==> src/rtl/idwt97_lifting_unit_1d.sv <==
// idwt97_lifting_unit_1d
//   Inverse 9/7 lifting pair for the row direction. Each accepted {high, low}
//   pair first has its update step undone (e[n] = l[n] - IB*(h[n-1]+h[n])),
//   then its predict step undone (o[n] = h[n] - IA*(e[n]+e[n+1])). The unit
//   emits reconstructed {odd, even} pairs. Line edges use symmetric extension:
//   h[-1] = h[0] and e[N] = e[N-1].
//
//   Pipeline: input register -> e register -> pending (h, e) pair -> output
//   register. Output pair n leaves when pair n+1 reaches the pending stage.
//   The last pair of a line leaves through a one-cycle DRAIN state.
//
// Ports
//   clk_i, rst_ni        clock, asynchronous active-low reset
//   s_valid_i/s_ready_o  input handshake
//   s_sof_i, s_eol_i     first / last pair of a line
//   s_data_i             {high, low}, signed DataWidth each
//   m_valid_o/m_ready_i  output handshake
//   m_sof_o, m_eol_o     first / last output pair of the line
//   m_data_o             {odd, even}, signed DataWidth each
module idwt97_lifting_unit_1d #(
  parameter int  DataWidth       = 16,
  parameter int  Point           = 10,
  // CDF 9/7 lifting constants
  parameter real Alpha           = -1.586134342059924,
  parameter real Beta            = -0.052980118572961,
  parameter int  MaximumSideSize = 512
) (
  input  logic                   clk_i,
  input  logic                   rst_ni,
  output logic                   s_ready_o,
  input  logic                   s_valid_i,
  input  logic                   s_sof_i,
  input  logic                   s_eol_i,
  input  logic [2*DataWidth-1:0] s_data_i,
  input  logic                   m_ready_i,
  output logic                   m_valid_o,
  output logic                   m_sof_o,
  output logic                   m_eol_o,
  output logic [2*DataWidth-1:0] m_data_o
);

  localparam int W    = DataWidth;
  localparam int PW   = W + 33;  // (W+1)-bit sum times 32-bit coefficient
  localparam int CntW = (MaximumSideSize > 1) ? $clog2(MaximumSideSize) : 1;
  localparam int IA   = int'(Alpha * real'(1 << Point));
  localparam int IB   = int'(Beta * real'(1 << Point));

  typedef logic signed [W-1:0] sample_t;
  typedef enum logic [1:0] {FIRST, RUN, DRAIN} state_t;

  // base - floor(coef * (a + b) / 2^Point), everything wrapping at W bits.
  function automatic sample_t lift(input sample_t base, input sample_t a,
                                   input sample_t b, input int coef);
    logic signed [W:0]    sum;
    logic signed [PW-1:0] prod;
    sum  = {a[W-1], a} + {b[W-1], b};
    prod = PW'(sum) * PW'(coef);
    prod = prod >>> Point;
    return base - prod[W-1:0];
  endfunction

  // Input register
  logic    v1, sof1, eol1;
  sample_t h1, l1;
  // Extension tracking for the e computation
  logic    first_q;
  sample_t h_last;
  // e register
  logic    v2, sof2, eol2;
  sample_t h2, e2;
  // Pending pair (valid whenever state is RUN or DRAIN)
  sample_t ph, pe;
  logic [CntW-1:0] line_cnt;  // index of the next output pair in the line
  // Output register
  logic            v3, sof3, eol3;
  logic [2*W-1:0]  d3;

  state_t state, state_d;
  logic   live;  // low during reset, so s_ready_o stays low until release

  logic    out_free, start2, emit2, adv2, drain_emit, load3;
  logic    s2_free, adv1, s1_free, acc;
  sample_t hp, e_new, o_run, o_drain;

  assign out_free   = !v3 || m_ready_i;
  assign start2     = v2 && (state == FIRST || sof2);
  assign emit2      = v2 && state == RUN && !sof2;
  assign adv2       = v2 && state != DRAIN && (!emit2 || out_free);
  assign drain_emit = state == DRAIN && out_free;
  assign load3      = (adv2 && emit2) || drain_emit;
  assign s2_free    = !v2 || adv2;
  assign adv1       = v1 && s2_free;
  assign s1_free    = !v1 || adv1;
  assign s_ready_o  = live && state != DRAIN && s1_free;
  assign acc        = s_valid_i && s_ready_o;

  assign hp      = (sof1 || first_q) ? h1 : h_last;
  assign e_new   = lift(l1, hp, h1, IB);
  assign o_run   = lift(ph, pe, e2, IA);
  assign o_drain = lift(ph, pe, pe, IA);

  // NOTE: every variable assigned in always_comb gets a default first, so no
  // path leaves it unassigned and no latch is inferred.
  always_comb begin
    state_d = state;
    if (state == DRAIN) begin
      if (out_free) state_d = FIRST;
    end else if (adv2) begin
      state_d = eol2 ? DRAIN : RUN;
    end
  end

  // NOTE: sequential state uses non-blocking assignments only, so every
  // register samples pre-edge values regardless of statement order.
  always_ff @(posedge clk_i or negedge rst_ni) begin
    if (!rst_ni) begin
      state <= FIRST;
      live  <= 1'b0;
    end else begin
      state <= state_d;
      live  <= 1'b1;
    end
  end

  // NOTE: the data registers are reset as well, so no value from an aborted
  // line can reach the output after reset is released.
  always_ff @(posedge clk_i or negedge rst_ni) begin
    if (!rst_ni) begin
      v1      <= 1'b0;
      sof1    <= 1'b0;
      eol1    <= 1'b0;
      h1      <= '0;
      l1      <= '0;
      first_q <= 1'b1;
      h_last  <= '0;
    end else begin
      if (s1_free) begin
        v1 <= acc;
        if (acc) begin
          h1   <= s_data_i[2*W-1:W];
          l1   <= s_data_i[W-1:0];
          sof1 <= s_sof_i;
          eol1 <= s_eol_i;
        end
      end
      if (adv1) begin
        h_last  <= h1;
        first_q <= eol1;  // the pair after an eol starts a line
      end
    end
  end

  always_ff @(posedge clk_i or negedge rst_ni) begin
    if (!rst_ni) begin
      v2   <= 1'b0;
      sof2 <= 1'b0;
      eol2 <= 1'b0;
      h2   <= '0;
      e2   <= '0;
    end else if (s2_free) begin
      v2 <= adv1;
      if (adv1) begin
        h2   <= h1;
        e2   <= e_new;
        sof2 <= sof1;
        eol2 <= eol1;
      end
    end
  end

  // A line start (FIRST, or sof while RUN) overwrites the pending pair
  // without emitting it; that is how an interrupted line is discarded.
  always_ff @(posedge clk_i or negedge rst_ni) begin
    if (!rst_ni) begin
      ph       <= '0;
      pe       <= '0;
      line_cnt <= '0;
    end else begin
      if (adv2) begin
        ph <= h2;
        pe <= e2;
      end
      if (adv2 && start2) begin
        line_cnt <= '0;
      end else if (load3) begin
        line_cnt <= (line_cnt == CntW'(MaximumSideSize - 1)) ? '0
                                                             : line_cnt + CntW'(1);
      end
    end
  end

  always_ff @(posedge clk_i or negedge rst_ni) begin
    if (!rst_ni) begin
      v3   <= 1'b0;
      sof3 <= 1'b0;
      eol3 <= 1'b0;
      d3   <= '0;
    end else if (load3) begin
      v3   <= 1'b1;
      sof3 <= line_cnt == '0;
      eol3 <= drain_emit;
      d3   <= {drain_emit ? o_drain : o_run, pe};
    end else if (m_ready_i) begin
      v3 <= 1'b0;
    end
  end

  assign m_valid_o = v3;
  assign m_sof_o   = sof3;
  assign m_eol_o   = eol3;
  assign m_data_o  = d3;

endmodule
==> config.mk <==
export PLATFORM = sky130hd
export DESIGN_NAME = idwt97_lifting_unit_1d
export DESIGN_NICKNAME = d
export VERILOG_FILES = /design/src/rtl/idwt97_lifting_unit_1d.sv
export SDC_FILE = /design/constraint.sdc
export NUM_CORES = 1
export LEC_CHECK = 0
export ABC_AREA = 1
export CAP_MARGIN = 30
export CELL_PAD_IN_SITES_DETAIL_PLACEMENT = 1
export CELL_PAD_IN_SITES_GLOBAL_PLACEMENT = 1
export CORE_ASPECT_RATIO = 0.9
export CORE_MARGIN = 2
export CORE_UTILIZATION = 40
export CTS_CLUSTER_DIAMETER = 200
export DETAILED_ROUTE_END_ITERATION = 8
export PLACE_DENSITY = 0.82
export SLEW_MARGIN = 20
export SYNTH_ARGS = -nofsm -noshare
export SYNTH_HDL_FRONTEND = slang
export SYNTH_SLANG_ARGS = --single-unit
==> constraint.sdc <==
create_clock -name clk_i -period 12.75 [get_ports clk_i]
set_clock_uncertainty 0.05 [all_clocks]
set_input_delay 1.275 -clock clk_i [delete_from_list [all_inputs] [get_ports clk_i]]
set_output_delay 1.275 -clock clk_i [all_outputs]
set_load 0.005 [all_outputs]
Yosys cells after proc, flatten, opt, wreduce, memory -nomap -nowiden
Cells that the tools add are included.
{"block": "word_totals", "word_cells": 79, "in_bits": 38, "output_inout_bits": 36, "reg_bits": 166}
{"block": "op_classes", "eq_ne": 5, "reduce_logical": 32, "n_mux": 11, "multipliers": 3, "n_addsub": 7}
{"op": "$add A16 B16 Y17", "count": 3}
{"op": "$sub A16 B16 Y16", "count": 3}
{"op": "$mul A17 B9 Y23 const B", "count": 2}
{"op": "$mux W16", "count": 2}
{"op": "$mux W9", "count": 3}
{"op": "$mul A17 B6 Y23 const B", "count": 1}
{"op": "$logic_and A1 B1 Y1", "count": 12}
{"op": "$add A9 B1 Y9 const B", "count": 1}
{"op": "$eq A9 B9 Y1 const B", "count": 1}
{"op": "$logic_not A9 Y1", "count": 1}
{"op": "$mux W2", "count": 4}
{"op": "$logic_or A1 B1 Y1", "count": 7}
{"op": "$reduce_and A2 Y1", "count": 3}
{"op": "$reduce_bool A2 Y1", "count": 3}
{"op": "$logic_not A1 Y1", "count": 5}
{"op": "$ne A2 B2 Y1 const B", "count": 2}
{"op": "$eq A2 B1 Y1 const B", "count": 1}
{"op": "$eq A2 B2 Y1 const B", "count": 1}
{"op": "$logic_not A2 Y1", "count": 1}
{"op": "$mux W1", "count": 2}

Logic depth before layout (Yosys ltp)
Gate-level depths: netlist of run 1.
{"block": "logic_depth", "word_depth": 12, "ltp_mapped": 44}

Worst setup path after synthesis of run 1
OpenSTA, ideal clock, no wires.
{"block": "synth_path", "path_kind": "register to register", "startpoint": "reg pe[0]", "endpoint": "reg d3[30], in the netlist m_data_o[30]", "path_buffers": 0, "synth_period_minus_slack_ns": 6.900, "arrival_ns": 6.732, "slack_ns": 5.850, "setup_ns": 0.118, "required_ns": 12.582, "stages_incl_launch_ff": 38, "cell_sequence": "dfrtp_1 > ha_1 > fa_1 > nand2_1 > nand2_1 > nand3_1 > nand2_1 > a21oi_1 > o21ai_2 > a21oi_2 > xnor2_1 > ha_1 > inv_1 > fa_1 > inv_1 > fa_1 > fa_1 > ha_1 > [... 2 more ...] > nor3_1 > nand2_1 > o211ai_1 > a21boi_1 > o21ai_1 > or2_2 > a22oi_1 > ha_1 > nand2_1 > nand2_1 > a31oi_1 > nand3_1 > nand2_1 > nand2_1 > a21o_1 > or2_2 > nand3_1 > nand2_1"}
{"block": "synth_via", "elab_chain_cells": 4, "word_cells_on_any_way": 7, "cone_classes": "add/sub: 4; mul: 2; mux: 1"}
{"item": "start: declaration", "line": "72", "source": "sample_t ph, pe;"}
{"item": "start signal: assignment", "line": "176", "source": "pe <= '0;"}
{"item": "start signal: assignment", "line": "181", "source": "pe <= e2;"}
{"item": "$add A16 B16 Y17", "line": "56", "source": "sum = {a[W-1], a} + {b[W-1], b};"}
{"item": "$mul A17 B9 Y23", "line": "57", "source": "prod = PW'(sum) * PW'(coef);"}
{"item": "$sub A16 B16 Y16", "line": "59", "source": "return base - prod[W-1:0];"}
{"item": "$mux W16 (*)", "line": "202", "source": "d3 <= {drain_emit ? o_drain : o_run, pe};"}
{"item": "end signal: assignment", "line": "202"}
{"item": "end: declaration", "line": "76", "source": "logic [2*W-1:0] d3;"}
Mark *: on every way between the ends. The rest lies on a longest branch, timed or not.
A chain may end at the register's enable or synchronous reset.

Worst setup path in the final report of run 1
Ends and elaborated chain as after synthesis.

==> impl_metrics.tcl, run 1 <==
set metrics [dict create \
    rr_startpoint "pe[0]" \
    grt_pass1_vias 15137 \
    netlist_instances 1995 \
    drt_iter0_markers 596 \
    io_buffers 73 \
    coreArea_sq_um 39710 \
    rsz0062_at_grt "false" \
    met3_length_mm 1.521 \
    avgRoutedWirePerCell_um 17.85 \
    max-cap-violations 0 \
    ant_nets 0 \
    rows 69 \
    crit_arrival_ps 8060 \
    critPathSlowestCell "xor2_1" \
    cp-end-kind "register" \
    die_h_um 195.0 \
    final_nets 2489 \
    post_cts_buffers 0 \
    syn_area_per_cell_sq_um 8.131 \
    syn_to_final_growth_pct 11.62 \
    synthArstFlopShare_pct 100.0 \
    cts_root_buffer "clkbuf_16" \
    synth_seq_cells 150 \
    cts_sinks 150 \
    hold_path_depth 2 \
    reg2reg_slack_ps 4980 \
    fin_crit_sh_pct 60.93 \
    grt_pass1_wl_mm 76.98 \
    die-area_sq_um 42180 \
    avgViaCountPerCell 5.262 \
    hold_viol 0 \
    synth-edff-count 0 \
    clk_pin_slew_ps 70 \
    cp_data_required_time_ps 13040 \
    dr.pass1.iters 5 \
    ys_warn_count 0 \
    htree_levels 4 \
    met2_length_mm 22.89 \
    path_common_cell "nand2_1" \
    syn_area_sq_um 16220 \
    reg2reg_depth 40 \
    holdPathEnd "eol1" \
    clock_path_buffers 2 \
    track_usage_pct 22.71 \
    timing.rr.end "m_data_o[30]" \
    ys.flop_type "dfrtp_1" \
    clock_latency_ps 460 \
    setup_tns_ps 0 \
    status "finished, final reports clean" \
    drv_slew 0 \
    synth.largest_area_cell "dfrtp_1" \
    setup_viol 0 \
    numCtsBuffers 17 \
    ctsResizeCount 0 \
    dpl.hpwl_mm 38.12 \
    min_from "eol1" \
    drt_wl_total_mm 46.49 \
    cts_tree "done" \
    placed_area_sq_um 17490 \
    seq_area_frac_synth_pct 23.15 \
    antenna_found_initial 0 \
    yosysTopAreaCellShare_pct 22.98 \
    worst_pin_slew_ps 885.7 \
    crit_path_max_fanout 7 \
    final_area_sq_um 18110 \
    dr.max_layer_used "met4" \
    cpPeakStageDelay_ps 530 \
    critPathKind "register to register" \
    cts_hold_buf 0 \
    worstSetupStartpointType "register" \
    synth_area_leaders "dfrtp_1 (23%), ha_1 (22%), fa_1 (13%), nand2_1 (8.7%), inv_1 (8.4%)" \
    io_pins 74 \
    gp_congestion 0.8908 \
    drcViolationCount 0 \
    gr-total-overflow 0 \
    fmax_mhz 128.7 \
    relSlewSlack_pct 40.81 \
    ys_types 49 \
    fp.dieW_um 216.3 \
    synth_nets 2426 \
    wl_met1_mm 20.98 \
    final_layout_size_suffix_gt1_share_pct 4.491 \
    hold_path_class "register to register" \
    vias 13701 \
    grt_max_degree 74 \
    fin_crit_ps 7769 \
    nFillCells 4827 \
    start_util_pct 40.85 \
]
[cells in the mapped netlist, types with 4 or more instances]
master / count
inv_1: 362
dfrtp_1: 149
a21oi_2: 16
buf_6: 5
fa_1: 103
clkbuf_1: 18
o21ai_2: 4
buf_4: 4
nand3_1: 95
buf_2: 6
a21o_1: 10
xnor2_1: 23
nand2_1: 376
o31ai_1: 7
o21ai_0: 131
nand2_2: 5
inv_2: 6
xor2_1: 41
a31oi_1: 8
a21oi_1: 134
nand4_1: 10
ha_1: 290
o21bai_1: 8
nor3_1: 17
nor2_1: 83
o211ai_1: 6
o21ai_1: 29
or2_2: 15
[worst max path at each step]
stage | from | slack [ps] | depth (start not counted) | end
3_3_place_gp | pe[2] | 5240 | 37 | m_data_o[30]
3_5_place_dp | pe[0] | 4970 | 40 | m_data_o[30]
5_1_grt | pe[0] | 4360 | 40 | m_data_o[30]
4_1_cts | pe[0] | 4990 | 40 | m_data_o[30]
6_report | pe[0] | 4980 | 40 | m_data_o[30]
2_1_floorplan | pe[0] | 5850 | 37 | m_data_o[30]
[stage by stage]
step / worst slack (ps) / util (%) / hold WS (ps) / instances
2_1_floorplan: 5850 / - / 392.2 / 1995
3_3_place_gp: 5238 / 43.96 / 405.1 / 2568
3_5_place_dp: 4971 / 44.03 / 418.0 / 2569
4_1_cts: 4988 / 45.47 / 434.9 / 2601
5_1_grt: 4359 / 45.59 / 449.1 / 2603
6_report: 4981 / 45.60 / 430.3 / 2604
[logic make-up (layout without fill, tap and decap cells)]
| group | count (synthesis) | after routing | share of synthesized area (%) |
|---|---|---|---|
| other | 1 | 2 | 0.02312 |
| buffers and inverters | 403 | 479 | 9.695 |
| flip-flops | 150 | 150 | 23.15 |
| XOR/XNOR | 64 | 64 | 3.455 |
| AND/OR/NAND/NOR | 612 | 612 | 15.81 |
| AO/OA/AOI/OAI | 372 | 372 | 12.79 |
| adder cells (fa/ha/maj) | 393 | 393 | 35.08 |
[area by class of cell]
| class | count | area (sq um) | share of cell area, % |
|---|---|---|---|
| diodes | 1 | 2.502 | 0.01382 |
| clock buffers | 18 | 439.2 | 2.425 |
| clock inverters | 14 | 132.6 | 0.7324 |
| inverters | 368 | 1381 | 7.628 |
| multi-input cells | 1442 | 10900 | 60.21 |
| flip-flops and latches | 150 | 3755 | 20.74 |
| well taps | 532 | 665.6 | 3.676 |
| repair buffers | 79 | 829.5 | 4.581 |
[cells in the final DEF (no fill, tap or decap), drive strengths merged, types with 4 or more instances in the layout]
| cell type | instances |
|---|---|
| nand2 | 382 |
| inv | 378 |
| ha | 290 |
| o21ai | 164 |
| a21oi | 150 |
| dfrtp | 149 |
| fa | 103 |
| nand3 | 95 |
| nor2 | 85 |
| clkdlybuf4s50 | 72 |
| xor2 | 41 |
| xnor2 | 23 |
| clkbuf | 18 |
| nor3 | 17 |
| or2 | 16 |
| nand4 | 10 |
| a21o | 10 |
| o21bai | 8 |
| a31oi | 8 |
| o31ai | 7 |
| buf | 7 |
| o211ai | 6 |
| a21boi | 5 |
| nand3b | 4 |
| clkinv | 4 |
[routing by layer]
layer  up-vias  global-route usage (%)
li1       6613                       -
met1      6811                   28.99
met5         -                       0
met4         0                   6.646
met2       216                   39.99
met3        61                   3.084
[sequential cells by signal, summed over array words and instances (netlist names), 2 cells and up]
signal    count
e2           16
h1           16
h_last       16
l1           16
line_cnt      9
m_data_o     32
pe           16
ph           16
state         2
[critical path, delay by kind of cell, from the launching register on]
kind / cells / cell delay (ps)
AO/OA/AOI/OAI: 7 / 1220
XOR/XNOR: 1 / 530
adder cells (fa/ha/maj): 9 / 3290
buffers and inverters: 6 / 320
flip-flops: 1 / 470
AND/OR/NAND/NOR: 17 / 1810
Power of run 1 is not shown: default switching activity piles up to over one toggle a cycle in this logic, so the estimate is an artifact.
==> inputs of run 2 (changes only) <==
==> constraint.sdc (replaced) <==
create_clock -name clk_i -period 7.6 [get_ports clk_i]
set_clock_uncertainty 0.05 [all_clocks]
set_input_delay 0.76 -clock clk_i [delete_from_list [all_inputs] [get_ports clk_i]]
set_output_delay 0.76 -clock clk_i [all_outputs]
set_load 0.005 [all_outputs]
==> run 2 against run 1 <==
Critical path depth increased by 1. Final area rose by 4.8%. Maximum frequency increased by 4.0%. Largest cell class unchanged.
==> impl_metrics.tcl, run 2 (synthesis results as in run 1) <==
set metrics [dict create \
    avgRoutedWirePerCell_um 18.74 \
    mostFrequentLayoutCells "nand2_1 (372), inv_1 (360), ha_1 (268), dfrtp_1 (146), o21ai_0 (120)" \
    drcViolationCount 0 \
    cp_data_required_time_ps 7860 \
    hold_path_class "primary input to asynchronous set/reset pin" \
    worst_pin_slew_ps 861.7 \
    drt_iter0_markers 785 \
    max-cap-violations 0 \
    setup_viol 0 \
    cts_tree "done" \
    dr.pass1.iters 6 \
    hold_viol 0 \
    cp-end-kind "register" \
    cp_num_buf_inv 4 \
    die_h_um 195.0 \
    rsz0062_at_grt "true" \
    htree_levels 4 \
    path_common_cell "nand2_1" \
    die-area_sq_um 42180 \
    track_usage_pct 22.72 \
    antenna_cells 0 \
    final_layout_size_suffix_gt1_share_pct 10.16 \
    ant_nets 0 \
    io_pins 74 \
    grt_pass1_wl_mm 76.98 \
    rows 69 \
    io_buffers 73 \
    fin_crit_ps 7470 \
    clock_path_buffers 2 \
    final_nets 2535 \
    cts_sinks 150 \
    pre_cts_slack_ps 3.051 \
    fin_ws_ps 129.7 \
    numCtsBuffers 17 \
    gr-total-overflow 0 \
    dpl.hpwl_mm 37.98 \
    fin_crit_sh_pct 98.29 \
    crit_path_max_fanout 16 \
    fp.dieW_um 216.3 \
    seqCellArea_sq_um 3759 \
    syn_to_final_growth_pct 16.95 \
    avgViaCountPerCell 5.334 \
    fmax_mhz 133.9 \
    largest_reg_flops 32 \
    cpPeakStageDelay_ps 560 \
    clk_pin_slew_ps 70 \
    grt_pass1_vias 15091 \
    multiInputGateArea_sq_um 11380 \
    layout_commonest_cell "nand2_1" \
    clock_latency_ps 460 \
    gp_congestion 0.8995 \
    critPathSlowestCell "dfstp_2" \
    fin_util_pct 47.77 \
    nFillCells 4841 \
    worstSetupStartpointType "register" \
    cts_hold_buf 0 \
    start_util_pct 40.85 \
    crit_family "adder cells" \
    cts_root_buffer "clkbuf_16" \
    status "finished, final reports clean" \
    vias 14130 \
    holdWs_ps 275.6 \
    critPathKind "register to register" \
    drv_slew 0 \
    crit_arrival_ps 7740 \
    grt_max_degree 76 \
    antenna_found_initial 0 \
    drt_wl_total_mm 49.65 \
    relSlewSlack_pct 42.41 \
    coreArea_sq_um 39710 \
]
[run 2: path summary, 6_finish.rpt]
| kind | start | endpoint | slack, ps | cells past startpoint |
|---|---|---|---|---|
| setup reg to reg | first_q | e2[14] | 130 | 41 |
| min in group clk_i | m_data_o[31] | m_data_o[31] | 440 | 2 |
| setup / recovery | first_q | e2[14] | 130 | 41 |
| hold reg to reg | m_data_o[31] | m_data_o[31] | 440 | 2 |
| max in group asynchronous | rst_ni | pe[1] | 6020 | 3 |
| hold / removal | rst_ni | line_cnt[5] | 280 | 1 |
[run 2: repair_timing]
action | CTS | global route
gates resized for setup | 5 | 96
setup endpoints to repair | 1 | 15
pin swaps | 2 | 30
buffers inserted | 2 | 29
gates cloned | 0 | 1
[run 2: stage by stage]
stage | cells | cell area, sq um | TNS, ps
6_report | 2649 | 18970 | 0
5_1_grt | 2649 | 18970 | -1533
4_1_cts | 2617 | 18240 | 0
3_5_place_dp | 2583 | 17600 | 0
3_3_place_gp | 2582 | 17580 | 0
2_1_floorplan | 1995 | 16220 | 0
[run 2: layer usage]
| layer | GRT usage [%] | vias to the layer above | share of wire [%] |
|---|---|---|---|
| li1 | - | 6683 | - |
| met1 | 29.53 | 7031 | 44 |
| met2 | 39.55 | 316 | 49 |
| met3 | 2.726 | 100 | 3.6 |
| met4 | 6.849 | 0 | 3.3 |
| met5 | 0 | - | 0 |
[run 2: cell type report]
type,instances,share of cell area [%]
Multi-Input combinational cell,1442,59.96
Clock buffer,18,2.315
Inverter,368,7.281
Sequential cell,150,19.81
Clock inverter,14,0.8178
Tap cell,532,3.509
Timing Repair Buffer,125,6.305
Power of run 2 is left out for the same reason.
==> RTL change: new RTL, settings of run 2 <==
Encoding of `state_t`: now one-hot (3 bits for 3 states).
--- a/src/rtl/idwt97_lifting_unit_1d.sv
+++ b/src/rtl/idwt97_lifting_unit_1d.sv
@@ -47,5 +47,5 @@
 
   typedef logic signed [W-1:0] sample_t;
-  typedef enum logic [1:0] {FIRST, RUN, DRAIN} state_t;
+  typedef enum logic [2:0] {FIRST = 3'b001, RUN = 3'b010, DRAIN = 3'b100} state_t;
 
   // base - floor(coef * (a + b) / 2^Point), everything wrapping at W bits.
Behaviour: same outputs for any inputs over 4 cycles, from zero or initial values and one cycle with rst_ni low; so few cycles prove little.
==> RTL change against run 2 <==
- synthesized cell count grew 0.75%
- setup slack gained 0.10 ns
- hold slack better by 0.052 ns
- final area rose by 0.35%
- area after synthesis is 0.44% higher
- core utilization shrank 0.62 points
- wire length up 1.6%
- sequential cell count is 1 higher
- cell count increased by 0.60%
Power is left out: the tool's default activity adds up to more than one toggle a clock period on the data nets, which glitch-free logic cannot reach.
==> RTL change: results (changes against run 2) <==
first-pass GRT wire length = 79.1 mm (was 77.0 mm)
clock tree buffer depth = 2 (unchanged)
async set-reset flop share out of synthesis = 100% (unchanged)
largest net degree at the start of global routing = 93 (was 76)
Placer Congestion = 0.901 (was 0.900)
most frequent cells after synthesis = nand2_1 (402), inv_1 (364), ha_1 (290), o21ai_0 (156), dfrtp_1 (149) (was nand2_1 (376), inv_1 (362), ha_1 (290), dfrtp_1 (149), a21oi_1 (134))
DR WL/cell = 18.9 um (was 18.7 um)
PortBufs = 73 (unchanged)
status = finished clean (unchanged)
max_slew headroom = 37.8% (was 42.4%)
vias in the first global route = 15400 (was 15100)
# DRC = 0 (unchanged)
fin nets = 2543 (was 2535)
Reg2Reg Depth = 37 (was 41)
Synth warnings = 0 (unchanged)
Synth area leaders = dfrtp_1 (23%), ha_1 (22%), fa_1 (13%) (unchanged)
total gr overflow = 0 (unchanged)
Final Non-Filler Cells = 2665 (was 2649)
layout cells sized above 1 = 10.6% (was 10.2%)
Starting DRT DRC Count = 879 (was 785)
critical path's slowest cell = fa_1 (was dfstp_2)
CP max FO = 6 (was 16)
dpl hpwl = 39.5 mm (was 38.0 mm)
H-tree depth = 4 (unchanged)
gr usage total = 23.5% (was 22.7%)
worst endpoint data arrival time = 7.66 ns (was 7.74 ns)
post-synthesis sequential area ratio = 23.2% (was 23.1%)
Worst R2R End = m_data_o[31] (was e2[14])
router iterations before antenna repair = 6 (unchanged)
worst reg2reg startpoint = e2[0] (was first_q)
cell count after synthesis = 2010 (was 1995)
Worst Hold Class = input pin to asynchronous set/reset pin (unchanged)
clk_lat worst skew = 0.45 ns
most common cell in the netlist = nand2_1 (unchanged)
clock root buffer = clkbuf_16 (unchanged)
Largest register FFs = 32 (unchanged)
flop2flop setup slack = 0.23 ns (was 0.13 ns)
number of diodes = 0 (unchanged)
CTS buffer count = 17 (unchanged)
initial antenna violation count = 1 (was 0)
Distinct cells, synth = 53 (was 49)
Slowest Stage Delay on Critical Path = 0.53 ns (was 0.56 ns)
syn nets = 2441 (was 2426)
clk slew on worst S/H paths = 0.07 ns (about the same)
placed cells = 2606 (was 2583)
vias per inst = 5.31 (was 5.33)
critical path's top delay family = adder cells (unchanged)
worst hold slack = 0.327 ns (was 0.276 ns)
==> RTL change: changes by cell type in the layout (fill, tap and decap cells not counted), sizes merged, moves of 4 or more <==
cell and change:
a21oi -8, xnor2 -6, nand2 +22, nor2 -9, buf -4
==> RTL change: layout make-up <==
cell class | instances | area (um2)
fill | 4869 | 21300
clock buffer | 18 | 439
timing repair buffer | 120 | 1130
sequential | 151 | 3790
clock inverter | 14 | 111
inverter | 369 | 1390
multi-input combinational | 1453 | 11500
tap | 540 | 676
==> RTL change: repair_timing <==
item,CTS,global route
gates resized for setup,9,105
hold buffers,0,0
buffers inserted,3,22
setup endpoints to repair,2,15
pin swaps,4,39
==> RTL change: logic make-up after synthesis <==
| logic type | share of synthesized area (%) |
|---|---|
| adder cells (fa/ha/maj) | 34.9 |
| flip-flops | 23.2 |
| buffers and inverters | 9.63 |
| XOR/XNOR | 3.28 |
| AND/OR/NAND/NOR | 16.5 |
| other | 0.0230 |
| AO/OA/AOI/OAI | 12.5 |
==> RTL change: worst max-delay path by stage <==
stage,to,from
2_1_floorplan,m_data_o[30],pe[0]
3_3_place_gp,m_data_o[31],pe[6]
3_5_place_dp,m_data_o[30],e2[0]
4_1_cts,m_data_o[30],e2[0]
5_1_grt,m_data_o[31],e2[0]
6_report,m_data_o[31],e2[0]
==> RTL change: metal layers <==
metal / global-route usage [%] / share of wire, %
met3: 3.77 / 4.0
met2: 40.5 / 49
met4: 7.15 / 2.9
met5: 0 / 0
met1: 30.3 / 44
==> RTL change: stage by stage <==
stage          instance area [um2]  worst slack (ns)
2_1_floorplan                16300             0.692
3_3_place_gp                 17700             0.227
3_5_place_dp                 17700            -0.152
4_1_cts                      18300           0.00265
5_1_grt                      19000            -0.182
6_report                     19000             0.230
==> RTL change: worst register-to-register path, delay by kind of cell (launching register included) <==
kind	cells	cell delay, ns
compound gates	11	1.74
xor+xnor	1	0.23
fa+ha+maj	9	3.26
buf+inv	3	0.25
flops	1	0.41
simple gates	13	1.34
